===== src/rtl/display_scan_capture.sv =====
// display_scan_capture
// Rebuilds a four-digit multiplexed display frame from the scanned digit bus.
// The bus is sampled once into local registers. A digit slot is written once
// the select pattern has stayed stable long enough. Illegal stable patterns
// and a silent bus are both reported.
module display_scan_capture #(
  parameter int SETTLE  = 2,
  parameter int TIMEOUT = 1024
) (
  input  logic        clk,
  input  logic        rst,
  input  logic [3:0]  AN,
  input  logic [3:0]  HEX,
  input  logic        P,
  input  logic        LE,
  output logic [15:0] Hexs,
  output logic [3:0]  Point,
  output logic [3:0]  LES,
  output logic        Valid,
  output logic        FrameDone,
  output logic        Err,
  output logic [7:0]  ErrCnt,
  output logic        Stale
);

  localparam logic [3:0]  SETTLE_V   = 4'(SETTLE);
  localparam logic [3:0]  SETTLE_M1  = 4'(SETTLE - 1);
  localparam logic [15:0] TIMEOUT_V  = 16'(TIMEOUT);
  localparam logic [15:0] TIMEOUT_M1 = 16'(TIMEOUT - 1);

  logic [3:0]  an_q;
  logic [3:0]  hex_q;
  logic        p_q;
  logic        le_q;
  logic [3:0]  dwell;
  logic [3:0]  frame_mask;
  logic [15:0] stale_cnt;

  logic [3:0]  digit_sel;
  logic        is_illegal;
  logic        an_change;
  logic        crossing;
  logic        capture;
  logic        illegal_hit;
  logic [3:0]  mask_set;
  logic        frame_full;
  logic        expire;

  // Register the raw scan bus once; every decision below uses these copies.
  // NOTE: sequential state is always written with <= so every register sees
  // the pre-edge values of the others, regardless of statement order.
  always_ff @(posedge clk or posedge rst) begin
    if (rst) begin
      an_q  <= 4'hF;
      hex_q <= 4'h0;
      p_q   <= 1'b0;
      le_q  <= 1'b0;
    end else begin
      an_q  <= AN;
      hex_q <= HEX;
      p_q   <= P;
      le_q  <= LE;
    end
  end

  // Decode the registered select pattern into a one-hot digit or an illegal flag.
  // NOTE: both outputs get a default before the case, so no path leaves them
  // unassigned and no latch is inferred.
  always_comb begin
    digit_sel  = 4'b0000;
    is_illegal = 1'b0;
    case (an_q)
      4'b1110: digit_sel = 4'b0001;
      4'b1101: digit_sel = 4'b0010;
      4'b1011: digit_sel = 4'b0100;
      4'b0111: digit_sel = 4'b1000;
      4'b1111: ;
      default: is_illegal = 1'b1;
    endcase
  end

  // Event qualification: a capture or error fires once, on the edge where the
  // dwell count crosses into SETTLE without the pattern changing.
  always_comb begin
    an_change   = (AN != an_q);
    crossing    = !an_change && (dwell == SETTLE_M1);
    capture     = crossing && (digit_sel != 4'b0000);
    illegal_hit = crossing && is_illegal;
    mask_set    = frame_mask | digit_sel;
    frame_full  = capture && (mask_set == 4'hF);
    expire      = !capture && (stale_cnt == TIMEOUT_M1);
  end

  // Dwell counter: restarts whenever the registered pattern changes.
  always_ff @(posedge clk or posedge rst) begin
    if (rst) begin
      dwell <= 4'd0;
    end else if (an_change) begin
      dwell <= 4'd0;
    end else if (dwell != SETTLE_V) begin
      dwell <= dwell + 4'd1;
    end
  end

  // Digit slots: only the selected digit is overwritten on a capture.
  always_ff @(posedge clk or posedge rst) begin
    if (rst) begin
      Hexs  <= 16'h0000;
      Point <= 4'h0;
      LES   <= 4'h0;
    end else if (capture) begin
      for (int n = 0; n < 4; n++) begin
        if (digit_sel[n]) begin
          Hexs[4*n +: 4] <= hex_q;
          Point[n]       <= p_q;
          LES[n]         <= le_q;
        end
      end
    end
  end

  // Frame tracking: mask accumulates captures; completion pulses FrameDone
  // and sets Valid. Errors and timeouts discard the partial frame.
  always_ff @(posedge clk or posedge rst) begin
    if (rst) begin
      frame_mask <= 4'h0;
      Valid      <= 1'b0;
      FrameDone  <= 1'b0;
    end else begin
      FrameDone <= frame_full;
      if (illegal_hit || expire) begin
        frame_mask <= 4'h0;
        Valid      <= 1'b0;
      end else if (capture) begin
        frame_mask <= frame_full ? 4'h0 : mask_set;
        if (frame_full) begin
          Valid <= 1'b1;
        end
      end
    end
  end

  // Error pulse and saturating error count.
  always_ff @(posedge clk or posedge rst) begin
    if (rst) begin
      Err    <= 1'b0;
      ErrCnt <= 8'h00;
    end else begin
      Err <= illegal_hit;
      if (illegal_hit && (ErrCnt != 8'hFF)) begin
        ErrCnt <= ErrCnt + 8'h01;
      end
    end
  end

  // Stale watchdog: a capture on the expiry edge takes priority.
  always_ff @(posedge clk or posedge rst) begin
    if (rst) begin
      stale_cnt <= 16'h0000;
      Stale     <= 1'b0;
    end else if (capture) begin
      stale_cnt <= 16'h0000;
      Stale     <= 1'b0;
    end else begin
      if (stale_cnt != TIMEOUT_V) begin
        stale_cnt <= stale_cnt + 16'h0001;
      end
      if (expire) begin
        Stale <= 1'b1;
      end
    end
  end

endmodule


===== config.mk =====
export PLATFORM = sky130hd
export DESIGN_NAME = display_scan_capture
export DESIGN_NICKNAME = d
export VERILOG_FILES = /design/src/rtl/display_scan_capture.sv
export SDC_FILE = /design/constraint.sdc
export NUM_CORES = 1
export LEC_CHECK = 0
export CORE_AREA = 2 2 66 99
export CTS_CLUSTER_DIAMETER = 60
export DETAILED_ROUTE_END_ITERATION = 6
export DIE_AREA = 0 0 68 101
export DONT_BUFFER_PORTS = 1
export PLACE_DENSITY = 0.69
export SLEW_MARGIN = 10
export SYNTH_ARGS = -nofsm -noshare
export SYNTH_HDL_FRONTEND = slang
export SYNTH_SLANG_ARGS = --single-unit
export TNS_END_PERCENT = 30

===== constraint.sdc =====
create_clock -name clk -period 3.9 [get_ports clk]
set_clock_uncertainty 0.2 [all_clocks]
set_input_delay 0.78 -clock clk [delete_from_list [all_inputs] [get_ports clk]]
set_output_delay 0.78 -clock clk [all_outputs]
set_load 0.01 [all_outputs]

# Word level (Yosys, flattened, before mapping)
# Index checks and enable logic that the tools add are counted.
[totals] reg_bits=70 input_bits=12 out_inout_bits=36
[op_classes] n_addsub=3 n_mux=14 eq_ne=12 bitwise=1 reduce_logical=21
[op_table] cell="$mux W16" n=2
[op_table] cell="$eq A4 B4 Y1 const B" n=5
[op_table] cell="$mux W4" n=5
[op_table] cell="$add A16 B1 Y16 const B" n=1
[op_table] cell="$eq A16 B10 Y1 const B" n=1
[op_table] cell="$ne A16 B11 Y1 const B" n=1
[op_table] cell="$pmux W4 S4" n=1
[op_table] cell="$reduce_and A2 Y1" n=5
[op_table] cell="$reduce_bool A2 Y1" n=5
[op_table] cell="$add A8 B1 Y8 const B" n=1
[op_table] cell="$ne A8 B8 Y1 const B" n=1
[op_table] cell="$logic_and A1 B1 Y1" n=6
[op_table] cell="$mux W1" n=6
[op_table] cell="$reduce_or A5 Y1" n=1
[op_table] cell="$add A4 B1 Y4 const B" n=1
[op_table] cell="$eq A4 B1 Y1 const B" n=1
[op_table] cell="$eq A4 B3 Y1 const B" n=1
[op_table] cell="$ne A4 B2 Y1 const B" n=1
[op_table] cell="$ne A4 B4 Y1" n=1
[op_table] cell="$or A4 B4 Y4" n=1
[op_table] cell="$reduce_bool A4 Y1" n=1
[op_table] cell="$logic_not A1 Y1" n=2
[op_table] cell="$logic_or A1 B1 Y1" n=1

# Longest topological paths before layout
# Gate-level depths: netlist of run 1.
[logic_depth] word_depth=9 depth_mapped=7

# Least setup slack after synthesis of run 1
# Ideal clock, no wire load.
[synth_path] path_kind="input -> register" from="input AN[0]" to="register Hexs[10]" arrival_ns=1.950 required_ns=3.575 setup_ns=0.125 cell_stages=5 path_buffers=0 setup_slack_ns=1.625 cell_sequence="xnor2_1 nand4_2 nor3_4 nand2_4 mux2_4"
[synth_via] elab_chain_cells=5
[synth_lines] item="from (decl)" line="12" rtl="input logic [3:0] AN,"
[synth_lines] item="$ne A4 B4 Y1" line="85" rtl="an_change = (AN != an_q);"
[synth_lines] item="$logic_not A1 Y1" line="86" rtl="crossing = !an_change && (dwell == SETTLE_M1);"
[synth_lines] item="$logic_and A1 B1 Y1" line="86"
[synth_lines] item="$logic_and A1 B1 Y1" line="87" rtl="capture = crossing && (digit_sel != 4'b0000);"
[synth_lines] item="$reduce_and A2 Y1 (no source line)"
[synth_lines] item="to (signal, indexed assignment)" line="114" rtl="Hexs[4*n +: 4] <= hex_q;"
[synth_lines] item="to (decl)" line="16" rtl="output logic [15:0] Hexs,"
# Every way passes these cells.
# A chain may end at the register's enable or synchronous reset.

# Worst setup path in the final report of run 1
[layout_path] from="register an_q[1]" to="register Hexs[10]"
[layout_via] elab_chain_cells=5 elab_cells_between_ends=11 classes_between="eq/ne: 5; mux: 1; reduce/logical: 5"
[layout_lines] item="from (decl)" line="31" rtl="logic [3:0] an_q;"
[layout_lines] item="from (signal assigned)" line="54" rtl="an_q <= 4'hF;"
[layout_lines] item="from (signal assigned)" line="59" rtl="an_q <= AN;"
[layout_lines] item="$eq A4 B3 Y1, or another cell as far along" line="72" rtl="case (an_q)"
[layout_lines] item="$pmux W4 S4 or $logic_not A1 Y1 (tied branches)" line="72, 86"
[layout_lines] item="$reduce_bool A4 Y1 or $logic_and A1 B1 Y1 (tied branches)" line="87, 86"
[layout_lines] item="$logic_and A1 B1 Y1" line="87"
[layout_lines] item="$reduce_and A2 Y1 (no source line) (*)"
# Every way passes the cells marked *; elsewhere a longest branch is shown, timed or not.

==> flow_summary.json, run 1 <==
{
  "drt_iter0_markers": 96,
  "rows": 35,
  "comb_power_share_pct": 9.5,
  "power_density_nw_per_um2": 454,
  "crit_path_cell_trace": "xnor2_1, nand4_2, nor3_4, nand2_4, mux2_4",
  "dp_hpwl_um": 4390,
  "synth.distinct_cells": 49,
  "grt_pass1_vias": 1991,
  "ff2ff_setup_slack_ns": 1.43,
  "post_dp_cell_area_um2": 3280,
  "cp-end-kind": "flip-flop",
  "avgSynthCellArea_um2": 12.3,
  "relSlewSlack_pct": 62.2,
  "gr-total-overflow": 0,
  "p_sw_share_pct": 29.7,
  "yosys_most_used_dff": "dfrtp_1",
  "drc": 0,
  "via_count": 1942,
  "die_h_um": 101,
  "fin_util_pct": 57.2,
  "yosysWarnings": 0,
  "synth.top_cells.by_area": "dfrtp_1 51%, mux2_4 5.6%, mux2_2 4.6%",
  "critPathMaxFanout": 11,
  "detail_route.wl_per_cell_um": 17.1,
  "yosys-top-cells-count": "66 x dfrtp_1, 28 x nor2_1, 16 x nand2_1",
  "netlist_area_um2": 3210,
  "yosys.area.top_type_share_pct": 51.5,
  "r2r_cells": 5,
  "cts_buffers": 9,
  "final_antenna_net_count": 0,
  "clock-sinks": 70,
  "crit_path_top_delay_cell": "dfstp_2",
  "dp.cells": 330,
  "hold_ws_ns": 0.0740,
  "cts.path.max_buffers": 2,
  "yosys.area.top_type": "dfrtp_1",
  "max_freq_ghz": 0.404,
  "area_growth_pct": 7.64,
  "cts_hold_buf": 0,
  "grt_max_degree": 32,
  "leakagePower_nw": 1.61,
  "post-route-min-period_ns": 2.47,
  "cts_tree": "done",
  "worstPathRequired_ns": 3.94,
  "cts_resized": 0,
  "ys_async_sr_fraction_pct": 100,
  "synth_edf_count": 0,
  "power.total_mw": 1.57,
  "cp_top_family": "simple AND/OR/NAND/NOR gates",
  "crit_type": "reg2reg",
  "nets": 285,
  "rsz0062_at_grt": "no",
  "worst_slew_pin_slew_ns": 0.565,
  "fin_setup_tns_ns": 0,
  "max-cap-violations": 0,
  "die_area_um2": 6870,
  "hp-class": "in2async",
  "io_pins": 48,
  "run_status": "completed",
  "start_util_pct": 53.1,
  "synth_most_common_cell": "dfrtp_1",
  "via_per_inst": 5.61,
  "ctsRootBufferMaster": "clkbuf_8",
  "dp_slack_ns": 1.22,
  "crit_arrival_ns": 2.51,
  "fin_ws_ns": 1.43,
  "power_frac_seq_pct": 57.7,
  "crit_cells": 5,
  "syn-num-nets": 278,
  "p_int_mw": 1.10,
  "numPortBuffers": 0,
  "fillCellCount": 521,
  "slew_viol_final": 0,
  "place_congestion": 0.730,
  "power.switching_mw": 0.465,
  "critPathBufInv": 0,
  "cts.htree.levels": 3,
  "first_pass_iters": 4,
  "hold_violations": 0,
  "grt_antenna_before_repair": 0,
  "syn_inst": 260,
  "grt_first_pass_wirelength_um": 9800,
  "drive_gt1_share_pct": 24.3,
  "top_regs": "Hexs (16), stale_cnt (16), ErrCnt (8)",
  "final_area_um2": 3450,
  "routed_wirelength_um": 5920,
  "grt_use_total_pct": 19.6,
  "setup_viol": 0,
  "clkSlewWorstSetupHoldPaths_ns": 0.08,
  "setup.worst_path.start_class": "flip-flop",
  "critPathMaxStageDelay_ns": 0.62,
  "ys_ff_latch": 70,
  "antenna_cells": 0,
  "dieWidth_um": 68,
  "ys_seq_area_share_pct": 54.7,
  "period_share_pct": 63.5,
  "final_cells": 346,
  "insertion_delay_ns": 0.35,
  "p_clk_share_pct": 32.8,
  "core_um2": 6040,
  "vdd_drop_max_v": 0.000371,
  "post-cts-setup-buffer-count": 0
}
-- worst register-to-register path: cells and delay by family (launching register included) --
family           cells  cell delay [ns]
AND/OR/NAND/NOR      3             1.06
XOR/XNOR             1             0.16
flip-flops           1             0.62
multiplexers         1             0.33
-- metal layers --
layer,global-route usage (%),share of wire [%],vias up
met5,0,0,-
met4,8.92,2.0,0
met3,6.59,4.8,10
met2,33.0,55,30
met1,21.7,38,979
li1,-,-,923
-- final timing paths --
path                               startpoint             to
worst min-delay path                      rst   stale_cnt[3]
max in group asynchronous                 rst      ErrCnt[1]
worst max register to register        an_q[1]       Hexs[10]
worst min register to register  stale_cnt[15]  stale_cnt[15]
min in group clk                        AN[1]        an_q[1]
worst max-delay path                  an_q[1]       Hexs[10]
-- logic make-up (layout without fill, tap and decap cells) --
group / count (synthesis) / after routing / share of synthesized area [%]
buf+inv: 14 / 26 / 2.18
mux: 26 / 26 / 10.5
xor+xnor: 27 / 27 / 7.84
flops: 70 / 70 / 54.7
compound gates: 18 / 18 / 4.21
fa+ha+maj: 7 / 7 / 2.69
simple gates: 98 / 98 / 17.9
-- placed cells by master (no fill, tap or decap), types with 2 or more instances in the layout --
cell type   instances
a21oi_1             3
and4_1              2
and4b_1             3
buf_4               3
clkbuf_8            9
clkinv_2            2
clkinvlp_4          3
dfrtp_1            66
dfstp_2             4
ha_1                6
inv_1               6
mux2_2             13
mux2_4             12
nand2_1            16
nand2_4             2
nand2b_1            4
nand3_1            10
nand4_1             8
nand4_2             2
nor2_1             28
nor3_1              3
nor3_2              2
nor4_1              3
o211ai_1            4
o21a_1              2
o21ai_0             3
or3_1               3
xnor2_1            10
xnor2_2             2
xor2_1             15
-- cell type report --
class / count / area, um^2 / share of cell area [%]
Timing Repair Buffer: 3 / 22.5 / 0.652
Multi-Input combinational cell: 176 / 1380 / 40.0
Tap cell: 74 / 92.6 / 2.68
Clock buffer: 9 / 124 / 3.59
Inverter: 7 / 26.3 / 0.761
Sequential cell: 70 / 1760 / 50.9
Clock inverter: 7 / 50.0 / 1.45
-- power groups by stage --
stage	Clock, mW	Combinational [mW]	Sequential [mW]
2_1_floorplan	0	0.150	0.876
3_3_place_gp	0	0.146	0.914
3_5_place_dp	0	0.152	0.918
4_1_cts	0.526	0.153	0.904
5_1_grt	0.566	0.174	0.920
6_report	0.514	0.149	0.904
(Power assumes the default switching activity.)
==> inputs of run 2 (changes only) <==
--- a/config.mk
+++ b/config.mk
@@ -10,7 +10,7 @@
 export DETAILED_ROUTE_END_ITERATION = 6
 export DIE_AREA = 0 0 68 101
 export DONT_BUFFER_PORTS = 1
-export PLACE_DENSITY = 0.69
+export PLACE_DENSITY = 0.71
 export SLEW_MARGIN = 10
 export SYNTH_ARGS = -nofsm -noshare
 export SYNTH_HDL_FRONTEND = slang
==> constraint.sdc (replaced) <==
create_clock -name clk -period 2.1 [get_ports clk]
set_clock_uncertainty 0.2 [all_clocks]
set_input_delay 0.42 -clock clk [delete_from_list [all_inputs] [get_ports clk]]
set_output_delay 0.42 -clock clk [all_outputs]
set_load 0.01 [all_outputs]
==> flow_summary.json, run 2 (synthesis results as in run 1) <==
{
  "power_density_nw_per_um2": 786,
  "max-cap-violations": 0,
  "top_regs": "Hexs (16), stale_cnt (16), ErrCnt (8)",
  "critPathMaxFanout": 6,
  "grt_max_degree": 71,
  "crit_arrival_ns": 2.15,
  "hp-class": "in2reg",
  "slew_viol_final": 0,
  "cts_tree": "done",
  "hold_violations": 0,
  "detail_route.wl_per_cell_um": 15.8,
  "leakagePower_nw": 1.82,
  "power.total_mw": 2.98,
  "cts.htree.levels": 3,
  "setup_viol": 11,
  "nets": 318,
  "grt_use_total_pct": 20.0,
  "start_util_pct": 53.1,
  "ctsRootBufferMaster": "clkbuf_8",
  "fin_ws_ns": -0.0226,
  "dp.cells": 350,
  "crit_type": "reg2reg",
  "crit_start": "dwell[1]",
  "via_per_inst": 5.40,
  "vdd_drop_max_v": 0.000499,
  "cts_buffers": 9,
  "drive_gt1_share_pct": 30.2,
  "place_congestion": 0.752,
  "first_pass_iters": 4,
  "drt_iter0_markers": 87,
  "clkSlewWorstSetupHoldPaths_ns": 0.07,
  "core_um2": 6040,
  "worst_slew_pin_slew_ns": 0.404,
  "grt_antenna_before_repair": 0,
  "cts.path.max_buffers": 2,
  "layout_common_cells": "66 x dfrtp_1, 27 x nor2_1, 23 x buf_4, 15 x xor2_1, 14 x nand2_1",
  "setup.worst_path.start_class": "flip-flop",
  "die_h_um": 101,
  "drc": 0,
  "insertion_delay_ns": 0.34,
  "rows": 35,
  "via_count": 2048,
  "hold_ws_ns": 0.311,
  "final_cells": 379,
  "final_antenna_net_count": 0,
  "routed_wirelength_um": 5980,
  "max_freq_ghz": 0.471,
  "r2r_cells": 6,
  "dp_slack_ns": -0.0660,
  "relSlewSlack_pct": 72.3,
  "gr-total-overflow": 0,
  "ff2ff_setup_slack_ns": -0.02,
  "grt_first_pass_wirelength_um": 9980,
  "dp_hpwl_um": 4290,
  "dieWidth_um": 68,
  "antenna_cells": 0,
  "layout.cells.most_common": "dfrtp_1",
  "worstPathRequired_ns": 2.13,
  "cp-end-kind": "flip-flop",
  "area_growth_pct": 18.1,
  "endpoint": "Hexs[4]",
  "post-route-min-period_ns": 2.12,
  "failed_checks": "negative setup slack",
  "io_pins": 48,
  "clock-sinks": 70,
  "numPortBuffers": 0,
  "period_share_pct": 101,
  "die_area_um2": 6870,
  "grt_pass1_vias": 2075,
  "run_status": "complete, but fails checks",
  "rsz0062_at_grt": "yes",
  "reg2reg_from": "dwell[1]",
  "timing.rr.end": "Hexs[4]"
}
-- run 2: changes by cell type in the layout (fill, tap and decap cells not counted), moves of 2 or more --
cell,before,now
buf_4,3,23
nand2_1,16,14
dlygate4sd3_1,0,11
nand2_4,2,4
-- run 2: where the power goes --
| part | total (mW) | switching [mW] | leakage [nW] | internal [mW] |
|---|---|---|---|---|
| Clock | 0.952 | 0.523 | 0.0894 | 0.429 |
| Combinational | 0.375 | 0.180 | 0.812 | 0.195 |
| Sequential | 1.65 | 0.171 | 0.916 | 1.48 |
| Total | 2.98 | 0.874 | 1.82 | 2.10 |
-- run 2: area by class of cell --
cell class	count	area [um^2]
Fill cell	486	2250
Clock buffer	9	124
Inverter	7	30.0
Sequential cell	70	1760
Multi-Input combinational cell	176	1430
Tap cell	74	92.6
Timing Repair Buffer	36	314
Clock inverter	7	48.8
-- run 2: worst min-delay path by stage --
stage,depth (start not counted),to,slack [ns],startpoint
floorplan,0,an_q[0],0.22,AN[0]
global placement,2,stale_cnt[3],0.22,rst
detailed placement,2,stale_cnt[3],0.22,rst
CTS,4,dwell[2],0.30,AN[1]
global route,4,dwell[1],0.33,AN[3]
finish,4,dwell[2],0.31,AN[3]
-- run 2: layer usage --
| layer | vias up | GRT usage, % | share of wire, % |
|---|---|---|---|
| li1 | 986 | - | - |
| met2 | 31 | 33.3 | 54 |
| met4 | 0 | 11.1 | 2.2 |
| met5 | - | 0 | 0 |
| met3 | 12 | 5.47 | 5.2 |
| met1 | 1019 | 22.5 | 38 |
-- run 2: worst max-delay path, stage by stage, from the launching register on --
cell     delay (ns)
dfrtp_1        0.38
inv_1          0.06
ha_1           0.14
or3b_4         0.42
nor3_4         0.33
nand2_4        0.16
mux2_4         0.33
-- run 2: metrics by stage --
stage	utilization, %	TNS [ns]	cell area, um^2
after CTS	62.2	-0.133	3760
after floorplan	-	-0.162	3210
after detailed placement	57.0	-1.20	3450
after global placement	57.0	-0.524	3450
final	62.7	-0.115	3790
after global routing	62.7	-2.20	3790
-- run 2: what timing repair did --
item	in CTS	in global routing
buffers inserted	1	1
endpoints found under the setup margin	33	46
gates resized for setup	3	7
endpoints found under the hold margin	76	0
hold buffers	11	0
pin swaps	2	4
